<file path="src/rtl/fifo_arb_pkg.sv">
// Shared types and defaults for the fifo write-port arbiter.
package fifo_arb_pkg;

  typedef enum logic {IDLE, SERVE} arb_state_t;

  localparam int unsigned DEF_DW      = 8;
  localparam int unsigned DEF_NUM_REQ = 4;

endpackage

</file>
<file path="src/rtl/fifo_wr_arbiter_rr_pick.sv">
// Round-robin picker: finds the first set request strictly after ptr, wrapping modulo N.
module rr_pick #(
  parameter int unsigned N  = 4,
  localparam int unsigned IW = $clog2(N)
) (
  input  logic [N-1:0]  req,
  input  logic [IW-1:0] ptr,
  output logic          found,
  output logic [IW-1:0] idx
);

  always_comb begin
    int unsigned j;
    found = 1'b0;
    idx   = '0;
    j     = 0;
    // ptr itself is visited last, so it has the lowest priority.
    for (int unsigned k = 1; k <= N; k++) begin
      j = (32'(ptr) + k) % N;
      if (!found && req[j]) begin
        found = 1'b1;
        idx   = j[IW-1:0];
      end
    end
  end

endmodule

</file>
<file path="src/rtl/fifo_wr_arbiter.sv">
// Round-robin arbiter sharing one fifo write port among NUM_REQ producers.
// Optional multi-beat grants are enabled by defining FIFO_ARB_BURST_EN.
module fifo_wr_arbiter
  import fifo_arb_pkg::*;
#(
  parameter int unsigned NUM_REQ   = DEF_NUM_REQ,
  parameter int unsigned DW        = DEF_DW,
  parameter int unsigned MAX_BURST = 4,
  localparam int unsigned IW       = $clog2(NUM_REQ)
) (
  input  logic                  clk,
  input  logic                  rst,
  input  logic [NUM_REQ-1:0]    req_valid,
  input  logic [NUM_REQ*DW-1:0] req_data,
  output logic [NUM_REQ-1:0]    req_ready,
  input  logic                  fifo_full,
  output logic                  fifo_wr_en,
  output logic [DW-1:0]         fifo_data_in,
  output logic                  grant_valid,
  output logic [IW-1:0]         grant_id
);

  if (NUM_REQ < 2 || NUM_REQ > 8 || MAX_BURST < 1 || MAX_BURST > 15) begin : g_bad_param
    $error("fifo_wr_arbiter: NUM_REQ must be 2..8 and MAX_BURST 1..15");
  end

  arb_state_t    state_q, state_d;
  logic [IW-1:0] grant_id_q, grant_id_d;
  logic [IW-1:0] ptr_q, ptr_d;

  logic [NUM_REQ-1:0] pick_req;
  logic [IW-1:0]      pick_base, pick_idx;
  logic               pick_found;

  logic holder_valid, accept, last_beat, rearb;

  assign holder_valid = req_valid[grant_id_q];
  // rst gates the write so a beat presented during reset is never taken.
  assign accept = (state_q == SERVE) && holder_valid && !fifo_full && !rst;

  // In SERVE the holder is masked out and becomes lowest priority.
  always_comb begin
    pick_req  = req_valid;
    pick_base = ptr_q;
    if (state_q == SERVE) begin
      pick_req[grant_id_q] = 1'b0;
      pick_base            = grant_id_q;
    end
  end

  rr_pick #(
    .N (NUM_REQ)
  ) u_rr_pick (
    .req   (pick_req),
    .ptr   (pick_base),
    .found (pick_found),
    .idx   (pick_idx)
  );

`ifdef FIFO_ARB_BURST_EN
  logic [3:0] beat_cnt_q, beat_cnt_d;

  assign last_beat = (beat_cnt_q == 4'(MAX_BURST - 1));

  always_comb begin
    beat_cnt_d = beat_cnt_q;
    if (state_q == IDLE || rearb) begin
      beat_cnt_d = '0;
    end else if (accept) begin
      beat_cnt_d = beat_cnt_q + 4'd1;
    end
  end

  always_ff @(posedge clk) begin
    if (rst) begin
      beat_cnt_q <= '0;
    end else begin
      beat_cnt_q <= beat_cnt_d;
    end
  end
`else
  assign last_beat = 1'b1;
`endif

  always_ff @(posedge clk) begin
    if (rst) begin
      state_q    <= IDLE;
      grant_id_q <= '0;
      ptr_q      <= IW'(NUM_REQ - 1);
    end else begin
      state_q    <= state_d;
      grant_id_q <= grant_id_d;
      ptr_q      <= ptr_d;
    end
  end

  always_comb begin
    state_d    = state_q;
    grant_id_d = grant_id_q;
    ptr_d      = ptr_q;
    rearb      = 1'b0;
    unique case (state_q)
      IDLE: begin
        if (pick_found) begin
          state_d    = SERVE;
          grant_id_d = pick_idx;
        end
      end
      SERVE: begin
        // A full fifo freezes the grant, even if the holder drops valid.
        if (!fifo_full) begin
          if (!holder_valid) begin
            rearb = 1'b1;
          end else if (accept && last_beat) begin
            rearb = 1'b1;
            ptr_d = grant_id_q;
          end
        end
        if (rearb) begin
          if (pick_found) begin
            grant_id_d = pick_idx;
          end else begin
            state_d = IDLE;
          end
        end
      end
      default: state_d = IDLE;
    endcase
  end

  always_comb begin
    fifo_wr_en   = accept;
    fifo_data_in = '0;
    req_ready    = '0;
    grant_valid  = (state_q == SERVE);
    grant_id     = grant_id_q;
    if (state_q == SERVE) begin
      fifo_data_in = req_data[grant_id_q*DW +: DW];
    end
    if (accept) begin
      req_ready[grant_id_q] = 1'b1;
    end
  end

endmodule

</file>
<file path="config.mk">
export PLATFORM = sky130hd
export DESIGN_NAME = fifo_wr_arbiter
export DESIGN_NICKNAME = d
export VERILOG_FILES = /design/src/rtl/fifo_arb_pkg.sv /design/src/rtl/fifo_wr_arbiter_rr_pick.sv /design/src/rtl/fifo_wr_arbiter.sv
export SDC_FILE = /design/constraint.sdc
export NUM_CORES = 1
export LEC_CHECK = 0
export ABC_AREA = 1
export BUFFER_PORTS_ARGS = -buffer_cell sky130_fd_sc_hd__buf_2
export CORE_UTILIZATION = 30
export DETAILED_ROUTE_END_ITERATION = 10
export MAX_ROUTING_LAYER = met4
export PLACE_DENSITY_LB_ADDON = 0.05
export SYNTH_ARGS = -nofsm -noshare
export SYNTH_HDL_FRONTEND = slang
export SYNTH_SLANG_ARGS = --single-unit
</file>
<file path="constraint.sdc">
create_clock -name clk -period 1.7 [get_ports clk]
set_clock_uncertainty 0.05 [all_clocks]
set_input_delay 0.255 -clock clk [delete_from_list [all_inputs] [get_ports clk]]
set_output_delay 0.255 -clock clk [all_outputs]
set_load 0.03 [all_outputs]
</file>
# After elaboration in Yosys (flattened, before gate mapping)
# Index checks and enable logic that the tools add are counted.
# op_classes
n_addsub	4
n_mul	0
div	0
n_lt_le_gt_ge	6
eq_ne	1
n_shift	1
n_mux	34
bitwise	4
reduce_logical	13
# op_table
cell	n
variable part select 32 x 6 -> 8 bit	1
2-to-1 mux 1 bit	16
< comparator 2 x 3 -> 1 bit, second input constant	5
2-to-1 mux 2 bit	7
binary-select mux 1 bit (select 2 bit)	5
2-to-1 mux 4 bit	2
2-to-1 mux 8 bit	1
logical AND 1 bit	7
logical NOT 1 bit	5
adder 2 x 1 -> 2 bit, second input constant	2
adder 2 bit, second input constant	2
AND 4 bit	1
inverter 4 bit	1
case mux 2 bit (2 select lines)	1
AND reduction 4 bit	1
demux 1 bit (select 2 bit)	1
>= comparator 2 x 1 -> 1 bit, second input constant	1
!= test 2 x 1 -> 1 bit, second input constant	1
inverter 1 bit	2
case mux 1 bit (2 select lines)	1
# totals
regBits	5
latch_bits	0
ram_bits	0
rom_bits	0
input_bits	39
out_inout_bits	16
elab_cells	66
memories	0

# Longest topological paths before layout
# logic_depth
ltp_word	22
ltp_mapped	14

# By module
# A second synthesis with hierarchy kept.
# hier_totals
cells_unflattened	145
hier_area_um2	917.1
# by_module_without_submodules
module	n_inst	cells_each	area_each_um2
fifo_wr_arbiter	1	96	626.9
rr_pick	1	49	290.3

# Worst setup path after synthesis
# OpenSTA, ideal clock, no wires.
# synth_path
kind	flip-flop to output port
start	register grant_id_q[0] (netlist: grant_id[0])
end	output port req_ready[0]
arrival_time_ns	2.310
required_ns	1.395
setup_slack_ns	-0.915
stages_incl_launch_ff	10
path_cell_list	dfxtp_1 > buf_4 > nand2_1 > inv_2 > a22oi_1 > nand3_1 > nand3_2 > nor2_2 > inv_2 > nor3_1
# synth_via
elab_chain_cells	6
elab_cells_between_ends	11
# synth_rtl
item	line_no	rtl
from (decl)	fifo_wr_arbiter.sv:28	logic [IW-1:0] grant_id_q, grant_id_d;
from (signal assigned)	fifo_wr_arbiter.sv:92	grant_id_q <= grant_id_d;
binary-select mux 1 bit (select 2 bit)	fifo_wr_arbiter.sv:37	assign holder_valid = req_valid[grant_id_q];
2-to-1 mux 1 bit (not written as such)	fifo_wr_arbiter.sv:37	
logical AND 1 bit (3 in series)	fifo_wr_arbiter.sv:39	assign accept = (state_q == SERVE) && holder_valid && !fifo_full && !rst;
named net fifo_wr_en	fifo_wr_arbiter.sv:17	output logic fifo_wr_en,
2-to-1 mux 4 bit	fifo_wr_arbiter.sv:140	if (accept) begin
to (decl)	fifo_wr_arbiter.sv:15	output logic [NUM_REQ-1:0] req_ready,
# The timed path passes the listed nets, and every way through them passes these cells. The select of a mux whose other input is x is not followed.

# Final worst setup path
# layout_path
start	register grant_id_q[1] (netlist: grant_id[1])
end	output port req_ready[2]
# layout_via
elab_chain_cells	6
elab_cells_between_ends	11
# layout_rtl
item	line_no
branches (longest 5 deep; another with < comparator 2 x 3 -> 1 bit)	n/a
2-to-1 mux 4 bit (*)	fifo_wr_arbiter.sv:140
# Mark *: on every way between the ends. The select of a mux whose other input is x is not followed.

==> impl_metrics.tcl <==
set metrics [dict create \
    vdd_ir_drop_max_mv 0.986 \
    synth-seq-cells 5 \
    status "finished, violations left" \
    grt_start_max_net_pins 9 \
    dieArea_um2 3130 \
    cts_buffers 3 \
    nets 261 \
    fillCellCount 283 \
    internal-power_w 0.00116 \
    yosys_warnings 0 \
    grt_pass1_vias 1184 \
    hpwl_mm 2.40 \
    clk_pin_slew_ns 0.04 \
    io_pins 55 \
    insertion_delay_ns 0.24 \
    synth_cell_types 24 \
    grt_pass1_wl_mm 4.97 \
    routabilityCongestion 0.786 \
    violations "setup timing" \
    synth.top_cell.area_share_pct 16.8 \
    ctsHtreeMaxLevel 1 \
    tightest_slew_ns 0.254 \
    avgSynthCellArea_um2 6.19 \
    min_period_ns 1.81 \
    cts_hold_buffers 0 \
    drt_iter0_drc 50 \
    fp.dieH_um 55.9 \
    vias_per_cell 4.82 \
    seq_power_share_pct 10.3 \
    first_pass_iters 4 \
    antenna_found_initial 0 \
    clock-root-buffer "clkbuf_4" \
    cts_tree "yes" \
    crit_required_ns 1.39 \
    criticalPathCategory "flip-flop to output port" \
    period_share_pct 107 \
    grt.total_usage_pct 19.7 \
    synthCells 141 \
    die_x_um 55.9 \
    startpoint_type "flip-flop" \
    finalSetupViolations 7 \
    clkPwrFrac_pct 5.4 \
    hold_path_class "input port to flip-flop" \
    wl_per_cell_um 11.3 \
    cp_common_cell "nor2_4" \
    layout-drive-gt1-share_pct 60.2 \
    clock_path_buffers 2 \
    core_area_um2 2760 \
    ant_nets 0 \
    multi_input_area_um2 768 \
    path_cells "inv_8 -> nor2_4 -> nand2_2 -> nand3_2 -> nand3_4 -> nor2_4 -> inv_4 -> nor3_4 -> buf_6" \
    maxSlewViolCount 0 \
    syn_nets 180 \
    yosysSeqAreaShare_pct 11.5 \
    synth_edf_count 0 \
    yosys.area.top_type "nand2_1" \
    worst_slack_ns -0.113 \
    netlist_area_um2 872 \
    synthTopCellsByCount "nand2_1, a22oi_1, nand2_2, a21oi_1, nand3_1" \
    p_sw_w 0.00139 \
    cp_max_fo 5 \
    area_delta_synth_final_pct 76.5 \
    power_density_nw_per_um2 1660 \
    end_kind "output port" \
    cp_top_family "simple AND/OR/NAND/NOR gates" \
    port_buffers 54 \
    switching_share_pct 54.7 \
    combPwrFrac_pct 84.3 \
    start_util_pct 31.6 \
    tns_ns -0.586 \
    ys.flop_type "dfxtp_1" \
    rsz0062_at_grt "yes" \
    cts.sinks 5 \
    vias 1214 \
    antenna_cells 0 \
    ys_top_cells_by_area "nand2_1, a22oi_1, dfxtp_1" \
    regArea_um2 109 \
    max-slew-margin-rel_pct 83.0 \
    cap_violations 0 \
    max_stage_delay_ns 0.42 \
    final-instance-count-excl-fill 252 \
    synth.most_common_cell "nand2_1" \
    cp.arrival_ns 1.51 \
    drc 0 \
    drt_wl_total_mm 2.84 \
    std_cell_rows 19 \
    hold_viol 0 \
    cpMaxStageDelayCell "dfxtp_4" \
    async_reset_ff_share_pct 0 \
    max_freq_mhz 552 \
    cellLeakagePower_nw 0.806 \
    cp_num_buf_inv 3 \
    dp.cells 244 \
    grt_overflow 0 \
]
==> cell usage in the layout, fill, tap and decap left out, drive strengths merged, types with 3 or more instances in the layout <==
master	count
clkinv	3
o21ai	4
clkbuf	4
inv	13
dfxtp	5
a22oi	17
nand2	54
buf	79
nand3	13
nor2	15
a21oi	10
==> tightest hold or removal path, cell delays in order <==
cell     delay [ns]
buf_2          0.14
a21oi_1        0.05
o21ai_0        0.06
==> kinds of logic after synthesis <==
group                  Yosys count  synth area share [%]
flip-flops                       5                  11.5
AND/OR/NAND/NOR                 86                  54.4
AO/OA/AOI/OAI                   31                  23.1
buffers and inverters           19                  11.0
==> worst paths after layout <==
check | start | endpoint | slack [ns] | cells past startpoint
worst min register to register | ptr_q[1] | ptr_q[1] | 0.44 | 2
worst max register to register | grant_id[0] | grant_id[1] | -0.07 | 14
worst max-delay path | grant_id[1] | req_ready[2] | -0.11 | 9
worst min-delay path | rst | ptr_q[1] | 0.25 | 3
==> layer usage <==
metal	GRT usage (%)	vias up	wire length, µm
li1	-	635	-
met1	24.5	530	1210
met2	34.8	47	1440
met3	1.86	2	169
met4	4.53	0	23
met5	-	-	0
==> final cells by class <==
class                           instances  share of cell area, %
Timing Repair Buffer                   79                   33.6
Tap cell                               31                   2.52
Multi-Input combinational cell        117                   49.9
Sequential cell                         5                   7.07
Inverter                               16                   5.20
Clock buffer                            4                   1.71
==> flip-flops by register name, summed over array words and instances (netlist names) <==
name,count
grant_id,2
ptr_q,2
grant_valid,1
==> what timing repair did <==
item / CTS / global route
buffers inserted: 3 / 2
setup endpoints to repair: 14 / 16
pin swaps: 6 / 2
gates resized for setup: 10 / 26
==> power by group through the flow <==
stage / clock network [W] / registers (W) / logic, W
3_3_place_gp: 0 / 0.000275 / 0.00195
2_1_floorplan: 0 / 0.000260 / 0.00146
5_1_grt: 0.000150 / 0.000269 / 0.00238
6_report: 0.000137 / 0.000263 / 0.00215
3_5_place_dp: 0 / 0.000277 / 0.00198
4_1_cts: 0.000141 / 0.000262 / 0.00206
==> stage by stage <==
step	worst slack [ns]	area, µm²	utilization (%)	power, W	hold slack (ns)
after floorplan	-0.302	971	-	0.00172	0.305
after global placement	0.0271	1390	50.3	0.00222	0.430
after detailed placement	-0.0145	1390	50.3	0.00226	0.436
after CTS	-0.137	1470	53.2	0.00246	0.249
after global routing	-0.234	1540	55.8	0.00280	0.276
final	-0.113	1540	55.8	0.00255	0.251
Note: power is estimated with default switching activity, not from simulation.
